File: src/rtl/core_pkg.sv
// Shared types for the LETC core stage-3 load/store unit.
package core_pkg;

    localparam int unsigned XLEN    = 32;
    localparam int unsigned REG_IDX = 5;

    typedef logic [XLEN-1:0] word_t;

    typedef enum logic [3:0] {
        MEM_NONE,
        MEM_LB,
        MEM_LH,
        MEM_LW,
        MEM_LBU,
        MEM_LHU,
        MEM_SB,
        MEM_SH,
        MEM_SW
    } memop_e;

    typedef enum logic [1:0] {
        LSU_IDLE,
        LSU_REQ,
        LSU_WAIT_RSP,
        LSU_DRAIN
    } lsu_state_e;

    typedef struct packed {
        word_t              rd_wdata;
        logic [REG_IDX-1:0] rd_idx;
        logic               rd_we;
        logic               misaligned;
    } s3_to_s4_s;

    function automatic logic is_store(memop_e op);
        return (op == MEM_SB) || (op == MEM_SH) || (op == MEM_SW);
    endfunction

    // Halfword ops need addr[0]=0, word ops need addr[1:0]=0.
    function automatic logic is_misaligned(memop_e op, logic [1:0] off);
        logic half_op;
        logic word_op;
        half_op = (op == MEM_LH) || (op == MEM_LHU) || (op == MEM_SH);
        word_op = (op == MEM_LW) || (op == MEM_SW);
        return (half_op && off[0]) || (word_op && (off != 2'b00));
    endfunction

endpackage

File: src/rtl/core_s3_lsu_align.sv
// Combinational load lane extraction/extension and store lane replication/strobes.
module core_s3_lsu_align
    import core_pkg::*;
(
    input  memop_e     i_ld_memop,
    input  logic [1:0] i_ld_off,
    input  word_t      i_ld_rdata,
    output word_t      o_ld_data,
    input  memop_e     i_st_memop,
    input  logic [1:0] i_st_off,
    input  word_t      i_st_data,
    output word_t      o_st_wdata,
    output logic [3:0] o_st_wstrb
);

    logic [7:0]  w_byte;
    logic [15:0] w_half;

    always_comb begin
        w_byte = i_ld_rdata[7:0];
        case (i_ld_off)
            2'd0:    w_byte = i_ld_rdata[7:0];
            2'd1:    w_byte = i_ld_rdata[15:8];
            2'd2:    w_byte = i_ld_rdata[23:16];
            default: w_byte = i_ld_rdata[31:24];
        endcase
        w_half = i_ld_off[1] ? i_ld_rdata[31:16] : i_ld_rdata[15:0];

        o_ld_data = '0;
        case (i_ld_memop)
            MEM_LB:  o_ld_data = {{24{w_byte[7]}}, w_byte};
            MEM_LBU: o_ld_data = {24'd0, w_byte};
            MEM_LH:  o_ld_data = {{16{w_half[15]}}, w_half};
            MEM_LHU: o_ld_data = {16'd0, w_half};
            MEM_LW:  o_ld_data = i_ld_rdata;
            default: o_ld_data = '0;
        endcase
    end

    // Low address bits below the access size are ignored here.
    always_comb begin
        o_st_wdata = '0;
        o_st_wstrb = 4'b0000;
        case (i_st_memop)
            MEM_SB: begin
                o_st_wdata = {4{i_st_data[7:0]}};
                o_st_wstrb = 4'b0001 << i_st_off;
            end
            MEM_SH: begin
                o_st_wdata = {2{i_st_data[15:0]}};
                o_st_wstrb = 4'b0011 << {i_st_off[1], 1'b0};
            end
            MEM_SW: begin
                o_st_wdata = i_st_data;
                o_st_wstrb = 4'b1111;
            end
            default: begin
                o_st_wdata = '0;
                o_st_wstrb = 4'b0000;
            end
        endcase
    end

endmodule

File: src/rtl/core_s3_lsu.sv
// LETC stage-3 load/store unit: data-cache handshake FSM and stage-4 output register.
// Optional misaligned-access trapping is enabled by LETC_CORE_S3_MISALIGN_CHECK_EN.
module core_s3_lsu
    import core_pkg::*;
(
    input  logic        clk,
    input  logic        rst_n,
    input  logic        s2_valid,
    output logic        s3_ready,
    input  logic [31:0] s2_alu_result,
    input  logic [31:0] s2_rs2_rdata,
    input  memop_e      s2_memop,
    input  logic [4:0]  s2_rd_idx,
    input  logic        s2_rd_we,
    input  logic        flush,
    output logic        dcache_req_valid,
    input  logic        dcache_req_ready,
    output logic [31:0] dcache_req_addr,
    output logic        dcache_req_we,
    output logic [31:0] dcache_req_wdata,
    output logic [3:0]  dcache_req_wstrb,
    input  logic        dcache_rsp_valid,
    input  logic [31:0] dcache_rsp_rdata,
    output logic        s3_valid,
    input  logic        s4_ready,
    output logic [31:0] s3_rd_wdata,
    output logic [4:0]  s3_rd_idx,
    output logic        s3_rd_we,
    output logic        s3_misaligned
);

    lsu_state_e  r_state;
    memop_e      r_memop;
    logic [1:0]  r_off;
    logic [4:0]  r_rd_idx;
    logic        r_rd_we;
    logic        r_req_valid;
    word_t       r_req_addr;
    logic        r_req_we;
    word_t       r_req_wdata;
    logic [3:0]  r_req_wstrb;
    logic        r_s3_valid;
    s3_to_s4_s   r_out;

    logic        w_accept;
    logic        w_misaligned;
    logic        w_req_hs;
    word_t       w_ld_data;
    word_t       w_st_wdata;
    logic [3:0]  w_st_wstrb;

`ifdef LETC_CORE_S3_MISALIGN_CHECK_EN
    assign w_misaligned = is_misaligned(s2_memop, s2_alu_result[1:0]);
`else
    assign w_misaligned = 1'b0;
`endif

    assign s3_ready = (r_state == LSU_IDLE) && (!r_s3_valid || s4_ready);
    assign w_accept = s2_valid && s3_ready && !flush;
    assign w_req_hs = r_req_valid && dcache_req_ready;

    core_s3_lsu_align u_align (
        .i_ld_memop (r_memop),
        .i_ld_off   (r_off),
        .i_ld_rdata (dcache_rsp_rdata),
        .o_ld_data  (w_ld_data),
        .i_st_memop (s2_memop),
        .i_st_off   (s2_alu_result[1:0]),
        .i_st_data  (s2_rs2_rdata),
        .o_st_wdata (w_st_wdata),
        .o_st_wstrb (w_st_wstrb)
    );

    // FSM, request registers and output register; flush beats any output load.
    always_ff @(posedge clk) begin
        if (!rst_n) begin
            r_state     <= LSU_IDLE;
            r_memop     <= MEM_NONE;
            r_off       <= 2'b00;
            r_rd_idx    <= '0;
            r_rd_we     <= 1'b0;
            r_req_valid <= 1'b0;
            r_req_addr  <= '0;
            r_req_we    <= 1'b0;
            r_req_wdata <= '0;
            r_req_wstrb <= 4'b0000;
            r_s3_valid  <= 1'b0;
            r_out       <= '0;
        end else begin
            if (r_s3_valid && s4_ready) begin
                r_s3_valid <= 1'b0;
            end
            if (flush) begin
                r_s3_valid <= 1'b0;
            end

            case (r_state)
                LSU_IDLE: begin
                    if (w_accept) begin
                        if ((s2_memop == MEM_NONE) || w_misaligned) begin
                            r_s3_valid       <= 1'b1;
                            r_out.rd_wdata   <= s2_alu_result;
                            r_out.rd_idx     <= s2_rd_idx;
                            r_out.rd_we      <= s2_rd_we && !w_misaligned;
                            r_out.misaligned <= w_misaligned;
                        end else begin
                            r_memop     <= s2_memop;
                            r_off       <= s2_alu_result[1:0];
                            r_rd_idx    <= s2_rd_idx;
                            r_rd_we     <= s2_rd_we;
                            r_req_valid <= 1'b1;
                            r_req_addr  <= {s2_alu_result[31:2], 2'b00};
                            r_req_we    <= is_store(s2_memop);
                            r_req_wdata <= w_st_wdata;
                            r_req_wstrb <= w_st_wstrb;
                            r_state     <= LSU_REQ;
                        end
                    end
                end
                LSU_REQ: begin
                    if (w_req_hs) begin
                        r_req_valid <= 1'b0;
                        if (r_req_we) begin
                            r_state <= LSU_IDLE;
                            if (!flush) begin
                                r_s3_valid       <= 1'b1;
                                r_out.rd_wdata   <= '0;
                                r_out.rd_idx     <= r_rd_idx;
                                r_out.rd_we      <= 1'b0;
                                r_out.misaligned <= 1'b0;
                            end
                        end else begin
                            // A load the cache took while being flushed still owes a response.
                            r_state <= flush ? LSU_DRAIN : LSU_WAIT_RSP;
                        end
                    end else if (flush) begin
                        r_req_valid <= 1'b0;
                        r_state     <= LSU_IDLE;
                    end
                end
                LSU_WAIT_RSP: begin
                    if (dcache_rsp_valid) begin
                        r_state <= LSU_IDLE;
                        if (!flush) begin
                            r_s3_valid       <= 1'b1;
                            r_out.rd_wdata   <= w_ld_data;
                            r_out.rd_idx     <= r_rd_idx;
                            r_out.rd_we      <= r_rd_we;
                            r_out.misaligned <= 1'b0;
                        end
                    end else if (flush) begin
                        r_state <= LSU_DRAIN;
                    end
                end
                LSU_DRAIN: begin
                    if (dcache_rsp_valid) begin
                        r_state <= LSU_IDLE;
                    end
                end
                default: r_state <= LSU_IDLE;
            endcase
        end
    end

    assign dcache_req_valid = r_req_valid;
    assign dcache_req_addr  = r_req_addr;
    assign dcache_req_we    = r_req_we;
    assign dcache_req_wdata = r_req_wdata;
    assign dcache_req_wstrb = r_req_wstrb;
    assign s3_valid         = r_s3_valid;
    assign s3_rd_wdata      = r_out.rd_wdata;
    assign s3_rd_idx        = r_out.rd_idx;
    assign s3_rd_we         = r_out.rd_we;
    assign s3_misaligned    = r_out.misaligned;

endmodule

File: config.mk
export PLATFORM = sky130hd
export DESIGN_NAME = core_s3_lsu
export DESIGN_NICKNAME = d
export VERILOG_FILES = /design/src/rtl/core_pkg.sv /design/src/rtl/core_s3_lsu_align.sv /design/src/rtl/core_s3_lsu.sv
export SDC_FILE = /design/constraint.sdc
export NUM_CORES = 1
export LEC_CHECK = 0
export BUFFER_PORTS_ARGS = -buffer_cell sky130_fd_sc_hd__buf_4
export CAP_MARGIN = 0
export CORE_MARGIN = 3
export CORE_UTILIZATION = 50
export CTS_CLUSTER_DIAMETER = 80
export CTS_CLUSTER_SIZE = 14
export DETAILED_ROUTE_END_ITERATION = 8
export PLACE_DENSITY = 0.82
export SLEW_MARGIN = 20
export SYNTH_ARGS = -nofsm -noshare
export SYNTH_HDL_FRONTEND = slang
export SYNTH_SLANG_ARGS = --single-unit
File: constraint.sdc
create_clock -name clk -period 2.5 [get_ports clk]
set_input_delay 0.25 -clock clk [delete_from_list [all_inputs] [get_ports clk]]
set_output_delay 0.25 -clock clk [all_outputs]
set_load 0.01 [all_outputs]
# After elaboration in Yosys (flattened, before gate mapping)
# Cells that the tools add are included.
# classes
n_div	0
n_mul	0
shifts	2
add_sub_neg	0
eq_ne	24
mux	37
bitwise_logic	1
order_cmp	0
n_reduce_logical	19
# op_table
operator	count
two-way mux 39 bit	7
one-hot mux 32 bit (5 select lines)	1
one-hot mux 39 bit (3 select lines)	1
one-hot mux 32 bit (3 select lines)	1
one-hot mux 8 bit (3 select lines)	1
== test 4 x 3 -> 1 bit (second input constant)	4
two-way mux 16 bit	1
two-way mux 2 bit	8
!= test 2 bit (second input constant)	8
two-way mux 1 bit	13
one-hot mux 4 bit (3 select lines)	1
== test 4 x 2 -> 1 bit (second input constant)	2
one-hot mux 2 bit (4 select lines)	1
AND reduction 8 bit	1
== test 2 bit (second input constant)	3
!= test 3 bit (second input constant)	2
logical AND 1 bit	5
AND reduction 5 bit	1
== test 2 x 1 -> 1 bit (second input constant)	2
== test 4 x 1 -> 1 bit (second input constant)	1
== test 4 bit (second input constant)	1
logical NOT 2 bit	2
logical NOT 4 bit	1
AND reduction 4 bit	1
other kinds (11)	14
# word_totals
mem_bits_ro	0
ff_bits	122
wordCells	98
latchBits	0
mem_count	0
ram_bits	0
output_inout_bits	111
inputBits	113

# Logic depth before layout (Yosys ltp)
# Gate-level depths: netlist of run 1.
# logic_depth
depth_word	7
ltp_mapped	10
depth_no_buf	7

# Modules after synthesis
# From an unflattened synthesis of run 1, not the netlist that was laid out.
# unflattened
hier_cells	787
hier_area_um2	6273.5
# by_module_without_submodules
module	area_per_inst_um2	cells_each	seq_area_each_um2	instances
core_s3_lsu	5102.4	621	2422.3	1
core_s3_lsu_align	1171.1	166	0.0	1

# Least setup slack after synthesis of run 1
# OpenSTA, ideal clock, no wires.
# synth_timing
path_type	input to register
start	in s2_memop[0]
end	reg r_out, in the netlist s3_rd_wdata[21]
path_stages	9
setup_slack_ps	474
t_required_ps	2417
setup_ps	83
arrival_ps	1944
cell_sequence	buf_2 or4_4 a221oi_2 and3_1 buf_4 buf_4 buf_2 nand3_1 o221ai_1
# synth_between
elab_chain_len	3
# synth_lines
element	line	text
start, declared	core_s3_lsu.sv:12	input memop_e s2_memop,
logical NOT 4 bit	core_s3_lsu.sv:100	if ((s2_memop == MEM_NONE) || w_misaligned) begin
!= test 2 x 1 -> 1 bit (no line)	--	
AND reduction 8 bit (no line)	--	
end, declared	core_s3_lsu.sv:43	s3_to_s4_s r_out;
# Every way passes these cells.
# A chain may end at the register's enable or synchronous reset.

# Worst setup path in the final report of run 1
# layout_timing
start	reg r_state[0]
end	reg r_out, in the netlist s3_rd_wdata[7]
# layout_between
elab_chain_len	6
elab_cells_between_ends	16
# layout_lines
element	line	text
start, declared	core_s3_lsu.sv:32	lsu_state_e r_state;
start signal, assigned	core_s3_lsu.sv:134	r_state <= flush ? LSU_DRAIN : LSU_WAIT_RSP;
logical NOT 2 bit	core_s3_lsu.sv:58, core_s3_lsu.sv:97	
logical AND 1 bit	core_s3_lsu.sv:58	assign s3_ready = (r_state == LSU_IDLE) && (!r_s3_valid || s4_ready);
logical AND 1 bit (2 in a row)	core_s3_lsu.sv:59	assign w_accept = s2_valid && s3_ready && !flush;
!= test 2 bit (no line)	--	
AND reduction 8 bit (no line)	--	
# Several ways; a longest one is shown, not always the timed one.

==> results of run 1 <==
## layout make-up
class                           count  area share
Clock buffer                       24      0.0577
Clock inverter                      4     0.00539
Inverter                            9     0.00405
Multi-Input combinational cell    510       0.403
Sequential cell                   121       0.290
Tap cell                          143      0.0214
Timing Repair Buffer              239       0.219
## stage by stage
step                area, um^2  setup slack [ns]
floorplan                 6090             0.474
global placement          7810             0.284
detailed placement        7810             0.191
CTS                       8340             0.219
global route              8350            0.0170
finish                    8350             0.175
## power by group through the flow
stage	logic, mW	registers [mW]	clock network, mW
floorplan	0.486	2.17	0
global placement	0.938	2.15	0
detailed placement	0.970	2.15	0
CTS	0.975	2.12	2.24
global route	1.07	2.13	2.33
finish	0.986	2.12	2.23
## cell usage in the layout (no fill, tap or decap), types with 7 or more instances in the layout
master,n
nand2_1,129
inv_1,9
nand3_1,42
a221oi_1,21
o211a_1,7
mux2i_1,18
nor3b_1,9
nor2_1,17
clkbuf_16,17
mux4_2,7
a22oi_1,28
nor2b_1,35
buf_4,236
a22o_1,8
a21boi_0,43
a21oi_1,28
dfxtp_1,121
o21ai_0,23
o221ai_1,20
## sequential cells by signal, indices dropped and copies added, names as in the netlist, 2 cells and up
| signal | count |
|---|---|
| dcache_req_wdata | 32 |
| s3_rd_wdata | 32 |
| dcache_req_addr | 30 |
| r_rd_idx | 5 |
| s3_rd_idx | 5 |
| dcache_req_wstrb | 4 |
| r_memop | 4 |
| r_off | 2 |
| r_state | 2 |
## worst max-delay path: cells and delay by family, from the launching register on
kind,cells,cell delay [ns]
AND/OR/NAND/NOR,2,1.11
adder cells (fa/ha/maj),1,0.48
AO/OA/AOI/OAI,1,0.13
buffers and inverters,1,0.12
flip-flops,1,0.38
## worst paths after layout
check             slack, ns                   to  depth (start not counted)
hold reg to reg        0.46  dcache_req_addr[27]                          2
hold / removal         0.07      s3_rd_wdata[10]                          3
setup / recovery       0.17       s3_rd_wdata[7]                          5
setup reg to reg       0.17       s3_rd_wdata[7]                          5
## cells by family after synthesis
group,synth area share
AND/OR/NAND/NOR,0.215
AO/OA/AOI/OAI,0.259
flip-flops,0.398
buffers and inverters,0.0563
multiplexers,0.0574
adder cells (fa/ha/maj),0.0123
other,0.000616
XOR/XNOR,0.00144
## routing by layer
layer / global-route usage / vias up
met2: 0.473 / 380
met1: 0.359 / 3026
met3: 0.0938 / 80
li1: - / 2945
met5: 0 / -
met4: 0.148 / 0
## synthesized netlist by cell type, types with 7 or more instances
cell type	instances	area, um^2
nand2_1	130	488
dfxtp_1	121	2420
clkbuf_1	45	169
a21boi_0	43	323
nand3_1	42	210
nor2b_1	36	225
a21oi_1	28	140
a22oi_1	28	210
o21ai_0	23	115
a221oi_1	21	184
o221ai_1	20	175
mux2i_1	18	180
nor2_1	18	67.6
buf_2	10	50.1
buf_4	9	67.6
inv_1	9	33.8
nor3b_1	9	67.6
a22o_1	8	70.1
mux4_2	7	158
o211a_1	7	70.1
==> impl_metrics.yaml, run 1 <==
timing:
  fin_crit_ns: 2.33
  max_slew_margin: 0.280
  drv_slew: 0
  setup_tns_ns: 0
  skew_ns: 0.00754
  rsz0062_at_grt: "no"
  fmax_ghz: 0.430
  tightestPinTransition_ns: 1.08
  whs_ns: 0.0686
  setup-violations-final: 0
  period_share: 0.930
  hold_viol_final: 0
route:
  routed.top_layer: "met4"
  met2_length_um: 9810
  wl_met3_um: 1920
  met1Wirelength_um: 7840
  drt_wl_total_um: 20400
  via_per_inst: 6.12
  vias: 6431
  drtIter0Drc: 649
  postRouteAntennaNets: 0
  drt_pass1_iterations: 5
  wire_per_inst_um: 19.4
  drcViolationCount: 0
worst_setup_path:
  crit_chain: "inv_1 -> ha_1 -> nor2b_2 -> nand3_1 -> o221ai_1"
  crit_type: "reg2reg"
  crit_required_ns: 2.83
  critPathMaxFanout: 25
  r2r_start: "r_state[0]"
  critical_path.startpoint_type: "register"
  end_kind: "register"
  crit_arrival_ns: 2.66
  startpoint: "r_state[0]"
  cpPeakStageDelay_ns: 0.90
  cp_slowest_cell: "nor2b_2"
clock_network:
  cts_tree: "done"
  clock_sinks: 121
  ctsHtreeMaxLevel: 4
  postCtsSetupBuffers: 0
  cts_buffers: 17
  cts_resized: 0
  clockRootBuffer: "clkbuf_16"
  clkSlewWorstSetupHoldPaths_ns: 0.05
  cts_buffer_depth: 2
  holdBufCountCts: 0
  clkLatencyLatePin_ns: 0.42
synthesis:
  synth_edf_count: 0
  synthFlopType: "dfxtp_1"
  syn_area_per_cell_um2: 8.62
  ys_async_sr_fraction: 0
  ys_seq_area_frac: 0.398
  synthCells: 706
  synth-seq-cells: 121
  synth_warnings: 0
  syn_area_um2: 6080
  ys_types: 55
pwr:
  power_frac_seq: 0.397
  finalPower_mw: 5.33
  p_comb_frac: 0.185
  power.switching_mw: 1.42
  ir_worst_vdd_v: 0.000430
  power.internal_mw: 3.91
  sw_frac_of_total: 0.267
  pwr-share-clk: 0.418
  leakagePower_nw: 3.47
  p_per_area_nw_per_um2: 639
grt:
  antenna_found_initial: 0
  grtUsageTotal: 0.296
  grt_pass1_vias: 6237
  grt_pass1_wl_um: 31200
  grt_max_degree: 76
  grt_overflow: 0
floorplan:
  die_h_um: 116
  die_area_um2: 13500
  rows: 39
  die_w_um: 116
  start_util: 0.522
  core_area_um2: 11700
  io_pins: 224
finish:
  antenna_cells: 0
  finalNonFillerCells: 1050
  nets: 1017
  drive_gt1_frac: 0.320
  multi_input_area_um2: 3360
  seq_area_um2: 2420
  post-route-util: 0.716
  syn_to_final_growth_pct: 37.2
  fillers: 896
place:
  hpwl_um: 14700
  gp_congestion: 0.951
  placed_cells: 1021
  portBuffers: 220
run_status:
  status: "finished, final reports clean"
job:
  maxCapViolCount: 0
worst_hold_path:
  min_path_type: "in2reg"
  hp-start: "s2_alu_result[10]"
No activity file was read; power rests on OpenSTA's default activity.
==> run 2, diff against run 1 <==
CTS_BUF_LIST = sky130_fd_sc_hd__clkbuf_8   (was default)
==> impl_metrics.yaml, run 2 (same netlist as run 1, synthesis figures left out) <==
place:
  portBuffers: 220
  hpwl_um: 14700
  gp_congestion: 0.951
worst_setup_path:
  r2r_cells: 5
  crit_required_ns: 2.87
  crit_chain: "inv_1 -> ha_1 -> nor2b_2 -> nand3_1 -> o221ai_1"
  crit_family: "simple AND/OR/NAND/NOR gates"
  cpPeakStageDelay_ns: 0.90
  crit_arrival_ns: 2.68
  critical_path.startpoint_type: "register"
  critPathMaxFanout: 25
  crit_type: "reg2reg"
  end_kind: "register"
  cp_num_cells: 5
  cp_slowest_cell: "nor2b_2"
  timing.critical_path.buf_inv: 1
job:
  maxCapViolCount: 0
pwr:
  power_frac_seq: 0.454
  sw_frac_of_total: 0.288
  leakagePower_nw: 3.40
  ir_worst_vdd_v: 0.000346
  p_per_area_nw_per_um2: 571
  p_comb_frac: 0.211
  power.switching_mw: 1.34
  finalPower_mw: 4.66
  pwr-share-clk: 0.335
  power.internal_mw: 3.31
route:
  drt_pass1_iterations: 7
  postRouteAntennaNets: 0
  drcViolationCount: 0
  vias: 6322
  wire_per_inst_um: 19.3
  via_per_inst: 6.02
  drtIter0Drc: 599
  drt_wl_total_um: 20200
timing:
  max_slew_margin: 0.282
  tightestPinTransition_ns: 1.07
  setup-violations-final: 0
  period_share: 0.923
  setup_tns_ns: 0
  fin_crit_ns: 2.31
  drv_slew: 0
  fmax_ghz: 0.433
  skew_ns: 0.00820
  hold_viol_final: 0
  rsz0062_at_grt: "no"
finish:
  final_common_cell: "buf_4"
  syn_to_final_growth_pct: 34.0
  drive_gt1_frac: 0.320
  antenna_cells: 0
  final_cell_mix: "buf_4, nand2_1, dfxtp_1"
  nets: 1017
  post-route-util: 0.699
run_status:
  status: "finished, final reports clean"
floorplan:
  core_area_um2: 11700
  rows: 39
  start_util: 0.522
  io_pins: 224
  die_area_um2: 13500
  die_w_um: 116
  die_h_um: 116
clock_network:
  holdBufCountCts: 0
  clockRootBuffer: "clkbuf_8"
  cts_buffers: 17
  clock_sinks: 121
  ctsHtreeMaxLevel: 4
  cts_tree: "done"
  cts_resized: 0
  clkSlewWorstSetupHoldPaths_ns: 0.07
  postCtsSetupBuffers: 0
  cts_buffer_depth: 2
  clkLatencyLatePin_ns: 0.44
worst_hold_path:
  min_path_cells: 3
  min_path_type: "in2reg"
grt:
  grt_pass1_vias: 6203
  grtUsageTotal: 0.293
  grt_pass1_wl_um: 31000
  grt_overflow: 0
  grt_max_degree: 76
  antenna_found_initial: 0
-- run 2: cell types whose count changed in the layout (fill, tap and decap cells not counted) --
cell	delta
clkbuf_16	-17
clkbuf_8	+17
clkbuf_1	-4
inv_1	+4
buf_6	+1
buf_8	-1
-- run 2: layer usage --
| layer | global-route usage | part of all wire | vias to the layer above | wire [um] |
|---|---|---|---|---|
| met3 | 0.0834 | 0.080 | 70 | 1630 |
| met5 | 0 | 0 | - | 0 |
| met4 | 0.144 | 0.037 | 0 | 755 |
| met1 | 0.360 | 0.40 | 2992 | 8080 |
| met2 | 0.471 | 0.48 | 320 | 9760 |
| li1 | - | - | 2940 | - |
-- run 2: final timing paths --
| path | start | endpoint | slack [ns] |
|---|---|---|---|
| worst max-delay path | r_state[0] | s3_rd_wdata[20] | 0.19 |
| worst min-delay path | s2_alu_result[19] | s3_rd_wdata[19] | 0.04 |
| worst max register to register | r_state[0] | s3_rd_wdata[20] | 0.19 |
| worst min register to register | dcache_req_addr[27] | dcache_req_addr[27] | 0.46 |
-- run 2: cell type report --
| type | count | area (um^2) |
|---|---|---|
| clock buffers | 20 | 275 |
| clock inverters | 8 | 60.1 |
| fillers | 931 | 3510 |
| inverters | 9 | 33.8 |
| multi-input cells | 510 | 3360 |
| flip-flops and latches | 121 | 2420 |
| well taps | 143 | 179 |
| repair buffers | 239 | 1820 |
-- run 2: tightest hold or removal path, stage by stage --
cell and delay (ns):
buf_4 0.09, nand3_1 0.05, o221ai_1 0.06
-- run 2: power by group through the flow --
| stage | sequential [mW] | combinational, mW | clock (mW) |
|---|---|---|---|
| after global routing | 2.13 | 1.06 | 1.67 |
| after CTS | 2.11 | 0.973 | 1.58 |
| after global placement | 2.15 | 0.938 | 0 |
| after floorplan | 2.17 | 0.486 | 0 |
| after detailed placement | 2.15 | 0.970 | 0 |
| final | 2.11 | 0.983 | 1.56 |
-- run 2: through the flow --
stage | hold WS (ns) | instance area [um^2] | worst slack (ns) | instances
final | 0.0423 | 8160 | 0.191 | 1050
after global routing | 0.0347 | 8160 | 0.0457 | 1050
after CTS | 0.0245 | 8140 | 0.240 | 1049
after detailed placement | 0.459 | 7810 | 0.191 | 1021
after global placement | 0.451 | 7810 | 0.284 | 1021
after floorplan | 0.390 | 6090 | 0.474 | 708
